File: src/rtl/scaler_cfg_sched.sv
`default_nettype none
// ============================================================================
//  Module      : scaler_cfg_sched
//  Description : Frame-synchronous configuration scheduler for the scaler.
//                Host writes land in shadow registers; a commit request is
//                held until both the scaler input (vs_i) and output (vs_o)
//                are between frames, then all shadows are copied to the
//                active registers in a single cycle. This keeps a frame from
//                being scaled with mixed settings. Completed output frames
//                (vs_o falling edges) are counted for status.
//
//  Ports       : clk, rst                  clock, synchronous active-high reset
//                wr_en/wr_addr/wr_data     host shadow write (addr 3 ignored)
//                commit_i                  request shadow -> active transfer
//                vs_i, vs_o                scaler input/output frame-active
//                reg_h_scale_step          active horizontal step
//                reg_v_scale_step          active vertical step
//                reg_v_scale_inline_size   active inline size
//                pending_o                 commit accepted, not yet applied
//                applied_o                 one-cycle pulse on the apply cycle
//                frame_cnt_o               completed output frame count
//                cfg_err_o                 sticky range error
//
//  Build macro : SCALER_CFG_RANGE_CHECK_EN
//                Defined   - steps clamped to [STEP_MIN, STEP_MAX], inline
//                            size 0 replaced by 1, any clamp sets cfg_err_o.
//                Undefined - values copied unmodified, cfg_err_o stays 0.
//
//  Revision    : 1.0  initial release
// ============================================================================
module scaler_cfg_sched #(
    parameter int REG_WIDTH  = 16,
    parameter int SCALE_STEP = 128,
    parameter int INLINE_RST = 12,
    parameter int STEP_MIN   = 32,
    parameter int STEP_MAX   = 1024
) (
    input  logic                 clk,
    input  logic                 rst,
    input  logic                 wr_en,
    input  logic [1:0]           wr_addr,
    input  logic [REG_WIDTH-1:0] wr_data,
    input  logic                 commit_i,
    input  logic                 vs_i,
    input  logic                 vs_o,
    output logic [REG_WIDTH-1:0] reg_h_scale_step,
    output logic [REG_WIDTH-1:0] reg_v_scale_step,
    output logic [REG_WIDTH-1:0] reg_v_scale_inline_size,
    output logic                 pending_o,
    output logic                 applied_o,
    output logic [15:0]          frame_cnt_o,
    output logic                 cfg_err_o
);

    localparam logic [REG_WIDTH-1:0] c_STEP_RST   = REG_WIDTH'(SCALE_STEP);
    localparam logic [REG_WIDTH-1:0] c_INLINE_RST = REG_WIDTH'(INLINE_RST);
    localparam logic [REG_WIDTH-1:0] c_STEP_MIN   = REG_WIDTH'(STEP_MIN);
    localparam logic [REG_WIDTH-1:0] c_STEP_MAX   = REG_WIDTH'(STEP_MAX);
    localparam logic [REG_WIDTH-1:0] c_INLINE_MIN = REG_WIDTH'(1);

    localparam logic [1:0] c_ST_IDLE    = 2'd0;
    localparam logic [1:0] c_ST_PENDING = 2'd1;
    localparam logic [1:0] c_ST_APPLY   = 2'd2;

`ifdef SCALER_CFG_RANGE_CHECK_EN
    localparam logic c_RANGE_CHECK = 1'b1;
`else
    localparam logic c_RANGE_CHECK = 1'b0;
`endif

    logic [1:0]           r_state;
    logic [1:0]           w_state_next;

    logic [REG_WIDTH-1:0] r_sh_h;
    logic [REG_WIDTH-1:0] r_sh_v;
    logic [REG_WIDTH-1:0] r_sh_inline;
    logic [REG_WIDTH-1:0] r_act_h;
    logic [REG_WIDTH-1:0] r_act_v;
    logic [REG_WIDTH-1:0] r_act_inline;

    logic [REG_WIDTH-1:0] w_h_apply;
    logic [REG_WIDTH-1:0] w_v_apply;
    logic [REG_WIDTH-1:0] w_inline_apply;
    logic                 w_clamp_any;

    logic                 r_vs_o_d;
    logic [15:0]          r_frame_cnt;
    logic                 r_cfg_err;

    // ------------------------------------------------------------------
    // Commit FSM: state register
    // ------------------------------------------------------------------
    always_ff @(posedge clk) begin
        if (rst) begin
            r_state <= c_ST_IDLE;
        end else begin
            r_state <= w_state_next;
        end
    end

    // ------------------------------------------------------------------
    // Commit FSM: next state and status outputs
    // ------------------------------------------------------------------
    always_comb begin
        w_state_next = r_state;
        pending_o    = 1'b0;
        applied_o    = 1'b0;
        case (r_state)
            c_ST_IDLE: begin
                if (commit_i) begin
                    w_state_next = c_ST_PENDING;
                end
            end
            c_ST_PENDING: begin
                pending_o = 1'b1;
                // Further commits are absorbed here; one apply covers them all.
                if (!vs_i && !vs_o) begin
                    w_state_next = c_ST_APPLY;
                end
            end
            c_ST_APPLY: begin
                applied_o = 1'b1;
                // A commit landing on the apply cycle must not be lost: the
                // shadow may already hold newer data than what is being applied.
                w_state_next = commit_i ? c_ST_PENDING : c_ST_IDLE;
            end
            default: begin
                w_state_next = c_ST_IDLE;
            end
        endcase
    end

    // ------------------------------------------------------------------
    // Apply-value selection. The clamp path is always built so the range
    // parameters stay referenced; without the range-check macro the
    // select is constant and the clamp logic folds away.
    // ------------------------------------------------------------------
    always_comb begin
        w_h_apply      = r_sh_h;
        w_v_apply      = r_sh_v;
        w_inline_apply = r_sh_inline;
        w_clamp_any    = 1'b0;
        if (c_RANGE_CHECK) begin
            if (r_sh_h < c_STEP_MIN) begin
                w_h_apply   = c_STEP_MIN;
                w_clamp_any = 1'b1;
            end else if (r_sh_h > c_STEP_MAX) begin
                w_h_apply   = c_STEP_MAX;
                w_clamp_any = 1'b1;
            end
            if (r_sh_v < c_STEP_MIN) begin
                w_v_apply   = c_STEP_MIN;
                w_clamp_any = 1'b1;
            end else if (r_sh_v > c_STEP_MAX) begin
                w_v_apply   = c_STEP_MAX;
                w_clamp_any = 1'b1;
            end
            if (r_sh_inline == '0) begin
                w_inline_apply = c_INLINE_MIN;
                w_clamp_any    = 1'b1;
            end
        end
    end

    // ------------------------------------------------------------------
    // Shadow registers: writable in any state. A write on the apply cycle
    // updates the shadow only; the active copy takes the pre-write value
    // because both are sampled at the same edge.
    // ------------------------------------------------------------------
    always_ff @(posedge clk) begin
        if (rst) begin
            r_sh_h      <= c_STEP_RST;
            r_sh_v      <= c_STEP_RST;
            r_sh_inline <= c_INLINE_RST;
        end else if (wr_en) begin
            case (wr_addr)
                2'd0:    r_sh_h      <= wr_data;
                2'd1:    r_sh_v      <= wr_data;
                2'd2:    r_sh_inline <= wr_data;
                default: ;
            endcase
        end
    end

    // ------------------------------------------------------------------
    // Active registers: touched only by reset or the apply cycle.
    // ------------------------------------------------------------------
    always_ff @(posedge clk) begin
        if (rst) begin
            r_act_h      <= c_STEP_RST;
            r_act_v      <= c_STEP_RST;
            r_act_inline <= c_INLINE_RST;
            r_cfg_err    <= 1'b0;
        end else if (r_state == c_ST_APPLY) begin
            r_act_h      <= w_h_apply;
            r_act_v      <= w_v_apply;
            r_act_inline <= w_inline_apply;
            if (w_clamp_any) begin
                r_cfg_err <= 1'b1;
            end
        end
    end

    // ------------------------------------------------------------------
    // Output frame counter (vs_o falling edge), free-running and wrapping.
    // ------------------------------------------------------------------
    always_ff @(posedge clk) begin
        if (rst) begin
            r_vs_o_d    <= 1'b0;
            r_frame_cnt <= 16'd0;
        end else begin
            r_vs_o_d <= vs_o;
            if (r_vs_o_d && !vs_o) begin
                r_frame_cnt <= r_frame_cnt + 16'd1;
            end
        end
    end

    assign reg_h_scale_step        = r_act_h;
    assign reg_v_scale_step        = r_act_v;
    assign reg_v_scale_inline_size = r_act_inline;
    assign frame_cnt_o             = r_frame_cnt;
    assign cfg_err_o               = r_cfg_err;

endmodule
`default_nettype wire
File: config.mk
export PLATFORM = sky130hd
export DESIGN_NAME = scaler_cfg_sched
export DESIGN_NICKNAME = d
export VERILOG_FILES = /design/src/rtl/scaler_cfg_sched.sv
export SDC_FILE = /design/constraint.sdc
export NUM_CORES = 1
export LEC_CHECK = 0
export CAP_MARGIN = 20
export CORE_MARGIN = 5
export CORE_UTILIZATION = 50
export DETAILED_ROUTE_END_ITERATION = 16
export GPL_TIMING_DRIVEN = 0
export MAX_ROUTING_LAYER = met4
export PLACE_DENSITY = 0.79
export REMOVE_ABC_BUFFERS = 1
export SETUP_SLACK_MARGIN = 0.15
export SLEW_MARGIN = 0
export SYNTH_ARGS = -nofsm -noshare
export SYNTH_HDL_FRONTEND = slang
export SYNTH_SLANG_ARGS = --single-unit
File: constraint.sdc
create_clock -name clk -period 1.55 [get_ports clk]
set_input_delay 0.2325 -clock clk [delete_from_list [all_inputs] [get_ports clk]]
set_output_delay 0.2325 -clock clk [all_outputs]
set_load 0.02 [all_outputs]
==> run_results.csv <==
group,metric,value,unit
power_and_ir_drop,leakage,2.29,nW
worst_setup_path,cp_max_fo,4,
cts,cts_root_buffer,"clkbuf_8",
sta,final_max_slew_viol_count,0,
logic_synthesis,synth_top_area_share,54.9,%
worst_setup_path,worstPathArrival,1.28,ns
logic_synthesis,synth_area_leader_cell,"dfxtp_1",
power_and_ir_drop,powerDensity,1230,nW/µm²
global_routing,grt_pass1_vias,3572,
finish,area_delta_synth_final,39.8,%
sta,worst_slack,0.0327,ns
finish,fill_cells,611,
routing,viasPerCell,5.30,
floorplan,die_x,102,µm
sta,fin_skew,0.00775,ns
routing,met1_length,4780,µm
worst_setup_path,crit_family,"flip-flops",
logic_synthesis,synth_warnings,0,
floorplan,io_pins,91,
cts,postCtsHoldBufs,0,
routing,drc_errors,0,
min_path,worstHoldStart,"rst",
routing,ant_nets,0,
worst_setup_path,path_class,"reg -> out",
power_and_ir_drop,ir_worst_vdd,0.988,mV
routing,top_layer_used,"met4",
cts,clockBufferDepth,2,
routing,first_pass_iters,5,
sta,period_share,97.9,%
logic_synthesis,synth.distinct_cells,34,
logic_synthesis,yosysSeqAreaShare,54.9,%
cts,clk_latency,0.51,ns
logic_synthesis,synthesis.instances,517,
logic_synthesis,syn_area,4190,µm²
worst_setup_path,r2r_start,"r_state[0]$_SDFFE_PP0P_",
sta,finalSetupTns,0,ns
routing,wl_met2,5480,µm
floorplan,die_h,102,µm
global_routing,antenna_found_initial,0,
sta,fmax,659,MHz
min_path,whs_endpoint,"frame_cnt_o[0]$_SDFFE_PP0P_",
worst_setup_path,path_cells,"nand2b_4, buf_16, inv_16, buf_8",
routing,routed-wl-met3,1110,µm
worst_setup_path,crit_path_end_kind,"output pin",
min_path,min_delay_path_depth,2,
cts,path_clk_slew,0.06,ns
worst_setup_path,r2r-end,"reg_h_scale_step[7]$_SDFFE_PP1N_",
worst_setup_path,worst_ep_required_time,1.32,ns
job,cap_viol_max_count,0,
global_routing,grt_max_degree,75,
logic_synthesis,async_flop_share,0,%
place,place_ws,-1.08,ns
run_status,outcome,"complete, no violations",
cts,htreeDepth,4,
logic_synthesis,synth_edf_count,0,
place,placed_area,5150,µm²
sta,min_period,1.52,ns
worst_setup_path,slowest_stage,"dfxtp_2",
logic_synthesis,synth_top_flop_cell,"dfxtp_1",
finish,antennaDiodeCount,0,
floorplan,start_util,51.3,%
sta,rsz0062_at_grt,"true",
routing,route.final.wire_length,11500,µm
floorplan,die-area,10300,µm²
finish,final_area,5860,µm²
routing,routed-via-count,3913,
logic_synthesis,synth-seq-cells,115,
sta,finalSetupViolCount,0,
place,io_buffers,89,
finish,multi_input_area,1840,µm²
cts,cts_tree,"built",
routing,avgRoutedWirePerCell,15.6,µm
sta,hold_viol,0,
worst_setup_path,reg2reg_slack,0.12,ns
finish,seq_area,2340,µm²
min_path,hp-class,"in -> reg",
logic_synthesis,post_synth.cell_area_avg,8.11,µm²
global_routing,grt_pass1_wl,17800,µm
floorplan,rows,33,
routing,drt-initial-drc-count,168,
worst_setup_path,cp-start-kind,"flop",
place,place_congestion,0.755,
global_routing,grtUsageTotal,22.9,%
cts,clkSinkCount,115,
floorplan,coreArea,8180,µm²
finish,drive_gt1_share,25.4,%
power_and_ir_drop,finalPower,7.21,mW
place,hpwl,6280,µm
sta,worst_hold_slack,0.169,ns
cts,cts_buffers,17,
logic_synthesis,synthTopCellsByArea,"dfxtp_1 (55%), nand2_1 (18%), a21oi_1 (11%), clkbuf_1 (2.2%), nand3b_1 (2.0%)",
finish,nets,647,
worst_setup_path,crit_buf_inv,3,
global_routing,grt_overflow,0,
worst_setup_path,critPathMaxStageDelay,0.32,ns
worst_setup_path,worstRegToRegCells,6,
[flip-flops by register name, indices dropped and copies added (netlist names)]
signal                   count
frame_cnt_o                 16
r_sh_inline                 16
reg_v_scale_inline_size     16
r_state                      2
r_vs_o_d                     1
reg_v_scale_step            16
r_sh_v                      16
reg_h_scale_step            16
r_sh_h                      16
[synthesized netlist by cell type, types with 3 or more instances]
master,number
xnor2_1,8
buf_1,3
buf_2,4
o21ai_0,3
nand3_1,3
a21oi_1,93
inv_1,5
nand3b_1,11
nor2b_1,4
nor3_1,5
nor2_1,14
clkbuf_1,25
dfxtp_1,115
nand2_1,196
nand2b_1,3
[area by class of cell]
| cell class | count | share of cell area [%] |
|---|---|---|
| Sequential cell | 115 | 39.9 |
| Multi-Input combinational cell | 365 | 31.3 |
| Timing Repair Buffer | 116 | 15.4 |
| Clock buffer | 20 | 7.77 |
| Clock inverter | 10 | 2.26 |
| Tap cell | 105 | 2.24 |
| Inverter | 5 | 0.598 |
| Timing Repair inverter | 2 | 0.427 |
[worst reg2reg max path: cells and delay by family, from the launching register on]
kind | cells | cell delay, ns
buffers and inverters | 3 | 0.60
and+or+nand+nor | 3 | 0.35
DFF | 1 | 0.34
[repair_timing]
item	4_1_cts	5_1_grt
hold endpoints to repair	0	0
resized for setup	202	74
setup buffers	8	15
gates cloned	4	0
pin swaps	3	12
setup endpoints to repair	122	105
[worst max-delay path by stage]
stage | from | to | slack (ns) | cells past startpoint
after floorplan | r_state[0]$_SDFFE_PP0P_ | reg_h_scale_step[7]$_SDFFE_PP1N_ | -0.95 | 4
after global placement | r_state[0]$_SDFFE_PP0P_ | applied_o | -2.53 | 3
after detailed placement | r_state[0]$_SDFFE_PP0P_ | applied_o | -1.08 | 4
after CTS | r_state[0]$_SDFFE_PP0P_ | applied_o | 0.01 | 4
after global routing | r_state[0]$_SDFFE_PP0P_ | applied_o | -0.01 | 4
final | r_state[0]$_SDFFE_PP0P_ | applied_o | 0.03 | 4
[cells by family (layout without fill, tap and decap cells)]
logic type / count (synthesis) / in the layout / synth area share [%]
adders and majority gates: 1 / 1 / 0.298
buffers and inverters: 38 / 153 / 3.61
and+or+nand+nor: 252 / 253 / 26.5
AOI/OAI and AO/OA: 98 / 98 / 11.9
DFF: 115 / 115 / 54.9
xor gates and xnor gates: 10 / 10 / 2.09
other: 1 / 1 / 0.0895
muxes: 2 / 2 / 0.597
[through the flow]
step | instances | utilization (%)
2_1_floorplan | 484 | -
3_3_place_gp | 678 | 62.2
3_5_place_dp | 681 | 63.0
4_1_cts | 723 | 71.9
5_1_grt | 738 | 71.7
6_report | 738 | 71.7
[report_power, final]
part | switching, mW | total (mW) | internal, mW | leakage, nW
Combinational | 0.190 | 0.336 | 0.146 | 1.06
Clock | 1.30 | 3.84 | 2.54 | 0.284
Sequential | 0.0313 | 3.03 | 3.00 | 0.940
[cells in the final DEF, fill, tap and decap left out, types with 4 or more instances in the layout]
cell type / instances
a21oi_1: 92
buf_2: 20
buf_4: 23
buf_6: 4
clkbuf_16: 16
clkbuf_2: 35
clkbuf_8: 4
clkdlybuf4s15_2: 7
clkdlybuf4s50_1: 22
clkinv_2: 4
dfxtp_1: 101
dfxtp_2: 6
dfxtp_4: 8
inv_1: 4
nand2_1: 196
nand3b_1: 11
nor2_1: 13
xnor2_1: 8
[layer usage]
metal	vias to the layer above	global-route usage (%)
met1	1830	28.0
met3	21	7.30
met5	-	-
met4	0	7.06
met2	160	36.2
li1	1902	-
Power figures use the tool's default switching activity.
